==> config.mk <==
export PLATFORM = sky130hd
export DESIGN_NAME = conv_stream_engine
export DESIGN_NICKNAME = d
export VERILOG_FILES = /design/src/rtl/conv_pkg.sv /design/src/rtl/conv_mac.sv /design/src/rtl/conv_stream_engine.sv
export SDC_FILE = /design/constraint.sdc
export NUM_CORES = 1
export LEC_CHECK = 0
export ABC_AREA = 0
export BUFFER_PORTS_ARGS = -buffer_cell sky130_fd_sc_hd__buf_2
export CAP_MARGIN = 25
export CORE_ASPECT_RATIO = 0.5
export CORE_MARGIN = 5
export CORE_UTILIZATION = 58
export CTS_CLUSTER_SIZE = 16
export DETAILED_ROUTE_END_ITERATION = 16
export GPL_TIMING_DRIVEN = 0
export PLACE_DENSITY_LB_ADDON = 0.25
export SYNTH_ARGS = -nofsm -noshare
export SYNTH_HDL_FRONTEND = slang
export SYNTH_SLANG_ARGS = --single-unit
==> constraint.sdc <==
create_clock -name clock -period 11.3 [get_ports clock]
set_clock_uncertainty 0.1 [all_clocks]
set_input_delay 0.565 -clock clock [delete_from_list [all_inputs] [get_ports clock]]
set_output_delay 0.565 -clock clock [all_outputs]
set_load 0.05 [all_outputs]
==> src/rtl/conv_pkg.sv <==
// Shared types and width helpers for the streaming
// convolution/correlation engine.
package conv_pkg;

    typedef enum logic [2:0] {
        IDLE,
        LOAD,
        MAC,
        HOLD,
        DONE
    } state_e;

    typedef enum logic {
        CONV,
        CORR
    } mode_e;

    function automatic int calc_ow(input int len, input int dw);
        return 2 * dw + $clog2(len + 1);
    endfunction

    function automatic int calc_lw(input int len);
        return $clog2(2 * len - 1);
    endfunction

endpackage

==> src/rtl/conv_mac.sv <==
// Single multiply-accumulate unit with a registered
// accumulator; clear restarts the sum for a new lag.
module conv_mac
    import conv_pkg::*;
#(
    parameter int DW     = 1,
    parameter int OW     = 5,
    parameter bit SIGNED = 1'b0
) (
    input  logic          clock,
    input  logic          reset,
    input  logic          clear_i,
    input  logic          enable_i,
    input  logic [DW-1:0] op_a_i,
    input  logic [DW-1:0] op_b_i,
    output logic [OW-1:0] acc_o
);

    localparam int PW = 2 * DW;

    logic [PW-1:0] prod;
    logic [OW-1:0] prod_ext;
    logic [OW-1:0] acc_q;
    logic [OW-1:0] acc_d;

    // Product at 2*DW bits, extended per operand signedness
    always_comb begin
        prod     = '0;
        prod_ext = '0;
        if (SIGNED) begin
            prod = $signed({{DW{op_a_i[DW-1]}}, op_a_i})
                 * $signed({{DW{op_b_i[DW-1]}}, op_b_i});
            prod_ext = {{(OW-PW){prod[PW-1]}}, prod};
        end else begin
            prod = {{DW{1'b0}}, op_a_i} * {{DW{1'b0}}, op_b_i};
            prod_ext = {{(OW-PW){1'b0}}, prod};
        end
    end

    // Next accumulator value: first product of a lag replaces the sum
    always_comb begin
        acc_d = acc_q;
        if (enable_i) begin
            acc_d = (clear_i ? '0 : acc_q) + prod_ext;
        end else if (clear_i) begin
            acc_d = '0;
        end
    end

    // Accumulator register
    always_ff @(posedge clock or negedge reset) begin
        if (!reset) begin
            acc_q <= '0;
        end else begin
            acc_q <= acc_d;
        end
    end

    assign acc_o = acc_q;

endmodule

==> src/rtl/conv_stream_engine.sv <==
// Time-multiplexed 1-D convolution/correlation engine that
// streams every lag result over a valid/ready handshake.
module conv_stream_engine
    import conv_pkg::*;
#(
    parameter  int LEN    = 6,
    parameter  int DW     = 1,
    parameter  bit SIGNED = 1'b0,
    localparam int OW     = calc_ow(LEN, DW),
    localparam int LW     = calc_lw(LEN)
) (
    input  logic              clock,
    input  logic              reset,
    input  logic              start,
    input  logic              mode,
    input  logic [LEN*DW-1:0] a_in,
    input  logic [LEN*DW-1:0] b_in,
    output logic              busy,
    output logic              out_valid,
    input  logic              out_ready,
    output logic [OW-1:0]     out_data,
    output logic [LW-1:0]     out_lag,
    output logic              out_last,
    output logic              done
);

    localparam int          IW   = (LEN > 2) ? $clog2(LEN) : 1;
    localparam logic [LW-1:0] LAST = LW'(2 * LEN - 2);
    localparam logic [LW-1:0] MID  = LW'(LEN - 1);

    state_e        state_q, state_d;
    mode_e         mode_q;
    logic [LW-1:0] lag_q, lag_d;
    logic [LW-1:0] pair_q, pair_d;
    logic [DW-1:0] a_q [LEN];
    logic [DW-1:0] b_q [LEN];
    logic          latch;
    logic          mac_en;
    logic          mac_clr;
    logic [LW-1:0] n_last;
    logic [LW-1:0] i_lo;
    logic [LW-1:0] idx_a;
    logic [LW-1:0] idx_b;
    logic [DW-1:0] op_a;
    logic [DW-1:0] op_b;
    logic [OW-1:0] acc;

    // Pair count of the current lag and operand indices for both modes
    always_comb begin
        n_last = (lag_q < MID) ? lag_q : LAST - lag_q;
        i_lo   = '0;
        idx_a  = '0;
        idx_b  = '0;
        if (mode_q == CONV) begin
            i_lo  = (lag_q > MID) ? lag_q - MID : '0;
            idx_a = i_lo + pair_q;
            idx_b = lag_q - idx_a;
        end else begin
            i_lo  = (lag_q < MID) ? MID - lag_q : '0;
            idx_a = i_lo + pair_q;
            idx_b = idx_a + lag_q - MID;
        end
    end

    assign op_a = a_q[idx_a[IW-1:0]];
    assign op_b = b_q[idx_b[IW-1:0]];

    // Next-state and counter control
    always_comb begin
        state_d = state_q;
        lag_d   = lag_q;
        pair_d  = pair_q;
        latch   = 1'b0;
        mac_en  = 1'b0;
        mac_clr = 1'b0;
        unique case (state_q)
            IDLE: begin
                if (start) begin
                    state_d = LOAD;
                end
            end
            LOAD: begin
                latch   = 1'b1;
                lag_d   = '0;
                pair_d  = '0;
                state_d = MAC;
            end
            MAC: begin
                mac_en  = 1'b1;
                mac_clr = (pair_q == '0);
                if (pair_q == n_last) begin
                    pair_d  = '0;
                    state_d = HOLD;
                end else begin
                    pair_d = pair_q + 1'b1;
                end
            end
            HOLD: begin
                if (out_ready) begin
                    if (lag_q == LAST) begin
                        state_d = DONE;
                    end else begin
                        lag_d   = lag_q + 1'b1;
                        state_d = MAC;
                    end
                end
            end
            DONE: begin
                state_d = IDLE;
            end
            default: begin
                state_d = IDLE;
            end
        endcase
    end

    // State and counter registers
    always_ff @(posedge clock or negedge reset) begin
        if (!reset) begin
            state_q <= IDLE;
            lag_q   <= '0;
            pair_q  <= '0;
        end else begin
            state_q <= state_d;
            lag_q   <= lag_d;
            pair_q  <= pair_d;
        end
    end

    // Operand and mode capture, frozen for the rest of the run
    always_ff @(posedge clock or negedge reset) begin
        if (!reset) begin
            mode_q <= CONV;
            for (int e = 0; e < LEN; e++) begin
                a_q[e] <= '0;
                b_q[e] <= '0;
            end
        end else if (latch) begin
            mode_q <= mode_e'(mode);
            for (int e = 0; e < LEN; e++) begin
                a_q[e] <= a_in[e*DW +: DW];
                b_q[e] <= b_in[e*DW +: DW];
            end
        end
    end

    conv_mac #(
        .DW     (DW),
        .OW     (OW),
        .SIGNED (SIGNED)
    ) u_mac (
        .clock    (clock),
        .reset    (reset),
        .clear_i  (mac_clr),
        .enable_i (mac_en),
        .op_a_i   (op_a),
        .op_b_i   (op_b),
        .acc_o    (acc)
    );

    assign busy      = (state_q != IDLE);
    assign out_valid = (state_q == HOLD);
    assign out_data  = acc;
    assign out_lag   = lag_q;
    assign out_last  = (state_q == HOLD) && (lag_q == LAST);
    assign done      = (state_q == DONE);

endmodule

==> impl_summary.md, run 1 <==
Finish
The most frequent standard cell in the layout excluding fill and tap cells is buf_2. Compared with the post-synthesis result, the final layout area differs by 15.1%. The register cell area after layout is between 700 and 800 um2.

Leaving out filler cells and counting taps, the final layout contains 285. The total number of nets in the final design is 271. The filler cell count in the final layout is 285. In the final layout, the share of cells above drive strength 1 is 0.286. The final antenna diode count is 0. In the final layout, the multi-input gates occupy 1240 um2. In the layout the commonest cells are buf_2, dfrtp_1, mux2_2, ha_1, inv_1.

Logic synthesis
The total nets after synthesis is ~240. Synthesis produced a netlist whose cell count is between 150 and 200. The synthesized design contains 29 register bits.

The synthesized cell area is approximately 2100 um2. The post-synthesis cell type count is 42. In the post-synthesis netlist, the biggest area contributors are dfrtp_1, ha_1, mux2_2, mux2i_1, fa_1. Of all flip-flops after synthesis, the portion carrying an async set or reset was 1.00.

The total of warnings raised by yosys is 0. The flip-flop cell with the highest count after synthesis is dfrtp_1. For this run, the register share of the synthesized area comes to 0.350. The top cell type's share of synthesized area is 0.350. The largest area contributor in the synthesized netlist is dfrtp_1.

The number of enable-type register cells in the synthesized netlist is 0. The synthesized area per cell is ~10 um2.

Drt
Using the TritonRoute via totals, the vias-per-cell ratio works out to between 5 and 6. In the routed design, unresolved DRC markers number 0. Wires add up to 4.18 mm. The mean routed wirelength per cell is roughly 15 um. The number of vias after detailed routing is 1583. For this run, the detailed router's first-pass iteration total came to 4. For this block, the initial DRC count from the detailed router was 44. In this run the remaining antenna-violating nets after routing total 0.

Timing
Dividing the final minimum period by the clock period gives 0.422. In the final timing run, aggregate negative setup slack is 0 ps. Setup repair after global routing left no endpoint under its margin. Setup violations remaining at the end of the flow were counted as 0.

At the pin with the least slew margin, the transition time is between 600 and 700 ps. On the final layout, the worst hold slack is 206 ps. The top achievable clock speed is approximately 210 MHz. The final-report hold violation count is 0. The number of pins exceeding their max-slew limit in the final report is 0. Headroom to the max-slew limit came out at 0.562. For the finished layout, the period the worst path requires is between 4000 and 5000 ps.

Setup path
The worst setup path is captured at a register. Along the worst path, the maximum fanout reaches 8. At the worst endpoint, the arrival time is just under 5000 ps. The sort of element at the start of the critical path is a register. The critical path class is register to register. STA puts the critical path data required time at approximately 11000 ps.

Global route
The total global routing track utilization is 0.206. The total overflow left after global routing is 0. The via count of the first global-routing pass came to between 1500 and 2000.

The number of antenna violations at the first check in global routing is 0. The layer with the highest usage after global routing is met2. For met3 alone, demand over resource in global routing was 0.0531. The global-route wire length before repair is 7.69 mm. The met2 capacity usage during global routing is 0.338.

The maximum number of pins on one net before global-route repair is 30. For this run, global-route usage on met1 was measured as 0.272.

Die
The horizontal die dimension is 94.5 um. The full die area is between 4000 and 5000 um2. The core region area is 3430 um2. The number of placement rows is 15. The effective utilization at floorplan is 0.603. The number of ports placed on the die boundary is 30.

The die is 52.3 um tall.

Clocking
The number of resized instances in the post-cts repair step is 0. The buffers inserted during post-CTS setup optimization is 0. The clock latency on the worst-skew pair is roughly 280 ps. No sink is reached through more buffers than the 2 on the longest clock path. The clock root buffer master is clkbuf_8. The number of buffers inserted during clock tree synthesis is 5. TritonCTS built the clock tree. After clock tree synthesis, the clock-pin slew on the worst setup and hold paths is ~60 ps.

The H-tree was split into 2 levels. The TritonCTS sink count is 29. Hold repair after CTS inserted 0 buffers.

Run status
The run finished with clean final reports.

Flow run
The max capacitance violation total is 0.

Place
Including well taps, the total number of placed cells is 278. The routability congestion estimate from global placement is roughly 0.83. In this run the tool buffered the top-level ports with 29 buffer cells. The sum of net half-perimeters after detailed placement is 3.17 mm.

Hold path
The worst hold path belongs to the class input pin to async pin.
==> cells by family (layout without fill, tap and decap cells) <==
family	count (synthesis)	after routing	share of synthesized area
and+or+nand+nor	57	57	0.152
buffers and inverters	24	60	0.0502
DFF	29	29	0.350
xor gates and xnor gates	14	14	0.0725
AOI/OAI and AO/OA	27	27	0.0900
muxes	27	27	0.153
adders and majority gates	20	20	0.132
==> path summary, 6_finish.rpt <==
path	start	endpoint	slack (ps)	cells after the start
min reg2reg	b_q[1]	b_q[1]	410	1
min	reset	out_lag[2]	210	1
max in group asynchronous	reset	b_q[0]	10460	1
min in group clock	b_q[1]	b_q[1]	410	1
max reg2reg	out_lag[0]	u_mac.acc_o[4]	6530	21
max	out_lag[0]	u_mac.acc_o[4]	6530	21
==> state kept, by name (all words and copies together), names as in the netlist <==
name and flops:
a_q 6, out_lag 4, u_mac.acc_o 5, b_q 6
state_q 3, mode_q 1, pair_q 4
==> through the flow <==
stage | utilization | cell area [um2] | setup slack [ps]
2_1_floorplan | - | 2070 | 6820
5_1_grt | 0.694 | 2380 | 6060
4_1_cts | 0.694 | 2380 | 6500
3_3_place_gp | 0.664 | 2280 | 6700
6_report | 0.694 | 2380 | 6530
3_5_place_dp | 0.664 | 2280 | 6600
==> synthesized netlist by cell type (2+ instances only) <==
cell type,instances
o22ai_1,2
and2_1,4
nor2_1,11
nand3_1,6
xnor3_1,2
a21oi_1,7
or3_1,6
mux2_2,17
inv_1,16
dfrtp_1,29
fa_1,3
mux4_2,2
nor3_2,2
a221o_1,2
nand4_1,4
ha_1,17
nor3_1,4
nor2b_1,2
clkbuf_1,3
nand2b_1,7
o21ai_0,5
buf_2,2
mux2i_1,8
and3_1,3
nand2_1,5
a211oi_1,3
xor2_1,6
xnor2_1,6
==> critical path, stage by stage (launching register included) <==
cell	delay [ps]
dfrtp_1	420
buf_6	150
inv_1	150
ha_1	250
and2b_2	260
nor3_1	270
inv_1	100
fa_1	520
ha_1	300
inv_1	40
ha_1	190
xnor2_1	170
xnor2_1	170
xnor3_1	250
mux2i_1	200
nor2_1	80
a211oi_1	290
ha_1	230
ha_1	170
nand4_1	110
xor2_1	190
nor2_1	60
==> area by class of cell <==
type,instances,area share
Buffer,7,0.0168
Timing Repair Buffer,29,0.0609
Clock buffer,5,0.0289
Clock inverter,2,0.0147
Inverter,17,0.0268
Tap cell,51,0.0268
Multi-Input combinational cell,145,0.521
Sequential cell,29,0.304
==> layer usage <==
metal / vias to the layer above / routed length, um
li1: 763 / -
met1: 775 / 1970
met2: 38 / 1900
met3: 7 / 242
met4: 0 / 55
met5: - / 0
Power of run 1 is left out: the tool's default activity adds up to more than one toggle a clock period on the data nets, which glitch-free logic cannot reach.
==> inputs of run 2 (changes only) <==
- CORE_UTILIZATION: 58 -> 52
- clock period: 11.3 -> 4.11 ns (I/O delays scaled with it)
==> run 2 against run 1 <==
Compared with the run above:
- the run now ends with negative setup slack left
- critical path depth decreased by 4
- critical path type unchanged
- via count increased by 0.69%
- count of clock-buffer cells in the layout increased by 2
==> impl_summary.md, run 2 (synthesis gave the netlist of run 1 again) <==
Run status
The run finished, with violations left. The final reports fail on negative setup slack.

Drt
The aggregate routed wire length is 4.26 mm. For this run, design rule violations remaining after detail routing come to 0. The post-route antenna net violation count is 0. The first detailed-routing pass took 4 iterations.

The number of vias per cell is roughly 5.3. After detailed routing, the average wire length per cell comes to roughly 14 um. The initial DRC count is 84. The routed layout has roughly 1600 vias.

Die
The number of placement rows is 16. The full die area is approximately 5400 um2. For this configuration, the core starts out at a cell density of 0.536. In this run the count of I/O pins placed on the die edge is 30.

The core region is 3860 um2. The die is between 90 and 100 um wide. The die boundary height is between 50 and 60 um.

Setup path
The critical path data arrival time is around 4500 ps. The data required time at the worst endpoint is approximately 4200 ps. The sort of element at the start of the critical path is a register.

The endpoint class of the critical path is a register. Of all nets on the critical path, the largest fanout is 4. The setup path with the least slack is of type register to register.

Place
The routability congestion estimate from global placement is about 0.83. Detailed placement finished with a half-perimeter wire length of 3.16 mm. The count of buffers added on input and output ports is 29. Including well taps, the total number of placed cells is between 200 and 300.

Clocking
TritonCTS built the clock tree. The tree is rooted in a clkbuf_8. In this run the deepest clock path goes through 2 buffers. The H-tree was split into 2 levels. Counting every sink on the clock net gives 29. Clock-pin slew was measured on the worst setup and hold paths at approximately 60 ps. The number of buffers inserted during clock tree synthesis is 5. The clock latency on the worst-skew pair is 290 ps.

Timing
After layout, the worst setup slack is -260 ps. Setup violations remaining at the end of the flow were counted as 5. The final-report hold violation count is 0. Setup repair after global routing could not meet its margin everywhere. The number of pins exceeding their max-slew limit in the final report is 0.

The time the worst path needs with I/O delays and setup is between 4000 and 5000 ps. Timing would allow up to 229 MHz. The share of the cycle needed by the critical path after routing is 1.06. The worst slew margin relative to its limit is 0.562. The actual slew at the worst max-slew pin is ~660 ps.

Finish
The growth of design area from synthesis to finish is 23.0%. The most frequent standard cell in the layout excluding fill and tap cells is buf_2. The library cells used most frequently in the layout, excluding fill and tap cells, are buf_2, dfrtp_1, mux2_2. The final cell count without fillers is ~300.

The total number of nets in the final design is 280. 0 antenna diodes ended up in the layout. The proportion of layout cells with a drive suffix above 1 is 0.377.

Global route
The overflow left after global routing is 0. The via count of the first global-routing pass is around 1600. The first global-routing pass estimated about 7.6 mm of wire. The maximum number of pins on one net before global-route repair is 30.

The total global routing track utilization is 0.185. The number of antenna violations at the first check in global routing came to 0.

Hold path
The worst min-delay path class is input pin to register.

Flow run
The max capacitance violation total is 0.
## run 2: cell types whose count changed in the layout (fill, tap and decap cells not counted), moves of 3 or more
cell | before | now
ha_2 | 0 | 3
ha_1 | 17 | 12
buf_4 | 1 | 9
inv_1 | 16 | 13
## run 2: final timing paths
| path | from | to | slack [ps] | depth (start not counted) |
|---|---|---|---|---|
| worst max-delay path | out_lag[0] | u_mac.acc_o[1] | -260 | 17 |
| worst min-delay path | a_in[1] | a_q[4] | 50 | 2 |
| worst max register to register | out_lag[0] | u_mac.acc_o[1] | -260 | 17 |
| worst min register to register | a_q[2] | a_q[2] | 410 | 1 |
| max in group asynchronous | reset | out_lag[0] | 3070 | 2 |
| min in group asynchronous | reset | out_lag[2] | 380 | 2 |
## run 2: stage by stage
stage	utilization	hold slack [ps]	setup slack, ps	area [um2]	setup TNS (ps)
floorplan	-	-190	-65.8	2120	-130
global placement	0.605	161	-529	2340	-2310
detailed placement	0.605	175	-579	2340	-2600
CTS	0.652	38.8	-340	2520	-1290
global route	0.659	34.9	-463	2550	-1820
finish	0.659	47.1	-260	2550	-968
## run 2: cell type report
class	instances	area [um2]
plain buffers	7	43.8
clock buffers	7	96.3
flip-flops and latches	29	728
fillers	315	1320
well taps	54	67.6
multi-input cells	145	1310
clock inverters	1	5.00
repair buffers	38	215
inverters	17	78.8
## run 2: metal layers
| metal | share of wire | vias to the layer above | GRT usage |
|---|---|---|---|
| met5 | 0 | - | 0 |
| met4 | 0.012 | 0 | 0.0612 |
| met3 | 0.050 | 7 | 0.0573 |
| met2 | 0.46 | 29 | 0.311 |
| met1 | 0.48 | 773 | 0.234 |
| li1 | - | 785 | - |
## run 2: critical path: stages (launching register included)
cell and delay, ps:
dfrtp_2 370, buf_8 120, clkinv_8 40, ha_4 140
buf_4 130, nand2b_1 180, o21a_1 210, or2_2 290
fa_2 490, fa_1 430, xnor2_1 170, xnor3_1 240
mux2i_2 200, nor2_1 70, a211oi_2 300, ha_2 300
ha_4 210, mux2_4 250
## run 2: what timing repair did
| action | in CTS | in global routing |
|---|---|---|
| pin swaps | 14 | 9 |
| setup endpoints to repair | 5 | 5 |
| buffers inserted | 7 | 1 |
| gates resized for setup | 6 | 5 |
| hold buffers | 1 | 0 |
| hold endpoints to repair | 29 | 0 |
Power of run 2 is left out for the same reason.
==> inputs of run 3 (changes only) <==
- CAP_MARGIN: 25 -> 30
- clock period: 4.11 -> 3.5 ns (I/O delays scaled with it)
==> run 3 against run 2 <==
Compared with the run above:
- the flow still finishes with violations (negative setup slack)
- utilization is 0.29 points lower
- via count up 0.88%
- flip-flop and latch count did not move
- die area stayed put
- setup slack lost 600 ps
- hold slack got worse by 19 ps
- count of clock-buffer cells in the layout up 1
- first-iteration DRC count up 1.2%
- global-route usage fell by 0.22 points
- critical path depth rose by 4
- routed wire length increased by 0.99%
- register-to-register slack worse by 600 ps
- critical endpoint is now u_mac.acc_o[4]
- largest cell class unchanged
==> impl_summary.md, run 3 (synthesis gave the netlist of run 1 again) <==
Global route
The number of antenna violations at the first check in global routing is 0. The overflow left after global routing is 0. The via count of the first global-routing pass came to about 1700. The total global routing track utilization is 0.183. The global-route wire length before repair is between 7 and 8 mm. Entering global routing, the biggest net connects 30 pins.

Flow run
Across the run, the number of max-cap violations was 0.

Clocking
The TritonCTS sink count is 29. CTS placed an instance of clkbuf_8 at the clock tree root. TritonCTS built the clock tree. The buffer depth of the longest clock path is 2. CTS built an H-tree with a depth of 2. Clock tree synthesis inserted a total of 5 buffers.

After clock tree synthesis, the clock-pin slew on the worst setup and hold paths is 60 ps. The clock latency on the worst-skew pair is around 280 ps.

Die
30 I/O pins were placed. The floorplan has 16 rows. The die is about 55 um tall. The total area inside the core boundary comes to 3860 um2.

The horizontal die dimension is a little under 100 um. The die covers between 5000 and 6000 um2. For this configuration, the core starts out at a cell density of 0.536.

Finish
After routing the design area is roughly 2500 um2. 0 antenna diodes ended up in the layout. The most frequent standard cell in the layout excluding fill and tap cells is buf_2. In the final layout, the share of cells above drive strength 1 is 0.377.

The area growth from synthesis to layout is 22.5%. The total number of nets in the final design is between 200 and 300. In the layout the commonest cells are buf_2, dfrtp_1, mux2_2. For this run, the share of the core covered by cells in the final layout is 0.656.

Timing
The worst slew margin relative to its limit is 0.552. In the post-route analysis, the smallest setup slack over all paths is -861 ps. Setup repair after global routing could not meet its margin everywhere.

The number of pins exceeding their max-slew limit in the final report came to 0. The final-layout setup total negative slack is -4000 ps. The final-report hold violation count came to 0. The share of the cycle needed by the critical path after routing is 1.25. After layout, the minimum clock period comes to roughly 4400 ps. The actual slew at the worst max-slew pin is 672 ps.

Based on the critical path, the design can be clocked at up to ~230 MHz. The total of endpoints with negative setup slack in the final report is 5.

Drt
Across all layers, the routed design uses approximately 1600 vias. The mean routed wirelength per cell is 14.3 um. Before antenna repair, the detailed router went through 4 iterations.

Dividing the detail-routed via count by the number of cells gives between 5 and 6. The final layout contains routed wiring with a total length of around 4.3 mm. The post-route antenna net violation count is 0. The detailed-route DRC error count is 0. The initial DRC count is between 80 and 90.

Setup path
The critical path class is register to register. The sort of element at the start of the critical path is a register. The data required time at the worst endpoint is 3560 ps. Counting both buffers and inverters, the worst setup path holds a total of 4. For this run, the slowest stage of the critical path takes 490 ps. In this run the worst path has a maximum fanout of 6. Traced cell by cell, the critical path runs through inv_4 -> ha_4 -> and2b_2 -> buf_6 -> nor3_4 -> inv_2 -> fa_1 -> ha_1 -> inv_1 -> ha_2 -> xnor2_2 -> xnor2_1 -> xnor3_1 -> mux2i_1 -> nor2_1 -> a211oi_2 -> ha_2 -> ha_4 -> nand4_1 -> xor2_1 -> nor2_1.

The critical path's slowest cell is fa_1. For the worst setup path, the data arrival time is 4430 ps. STA classifies the critical path endpoint as a register. In this design, the largest share of critical-path delay is due to adder cells.

Place
The pre-CTS setup slack is -1180 ps. The sum of net half-perimeters after detailed placement is 3.19 mm. Routability-driven placement finished with a final weighted congestion of 0.823.

In this run the cell area measured after placement is ~2300 um2. The total of buffers placed on input and output ports is 29.

Run status
The flow ran to the end, but the final reports show violations. The checks that failed: negative setup slack.

Hold path
The worst min-delay path class is input pin to register.
## run 3: layer usage
layer	up-vias	track usage	wire length [um]
met1	789	0.222	1980
met3	2	0.0483	210
li1	788	-	-
met2	29	0.333	2090
met4	0	0.0476	14
met5	-	0	0
## run 3: through the flow
stage          hold slack, ps  instances
2_1_floorplan            -221        198
3_3_place_gp              134        281
3_5_place_dp              155        281
4_1_cts                  22.0        298
5_1_grt                  21.3        301
6_report                 28.6        301
## run 3: timing repair
action / 4_1_cts / 5_1_grt
pin swaps: 13 / 14
hold endpoints to repair: 29 / 0
setup buffers: 8 / 3
gates resized for setup: 4 / 6
endpoints found under the setup margin: 5 / 5
hold buffers: 1 / 0
## run 3: area by class of cell
cell class / instances / area, um2
well taps: 54 / 67.6
inverters: 17 / 71.3
flip-flops and latches: 29 / 728
clock buffers: 8 / 80.1
multi-input cells: 145 / 1310
plain buffers: 7 / 40.0
fillers: 323 / 1330
repair buffers: 41 / 241
## run 3: final timing paths
| kind | cells after the start | end | slack (ps) | startpoint |
|---|---|---|---|---|
| worst max-delay path | 21 | u_mac.acc_o[4] | -860 | out_lag[1] |
| worst min-delay path | 2 | b_q[2] | 30 | b_in[3] |
| worst max register to register | 21 | u_mac.acc_o[4] | -860 | out_lag[1] |
| worst min register to register | 1 | a_q[1] | 410 | a_q[1] |
| max in group asynchronous | 2 | out_lag[1] | 2460 | reset |
| min in group asynchronous | 2 | b_q[4] | 370 | reset |
Power of run 3 is left out for the same reason.
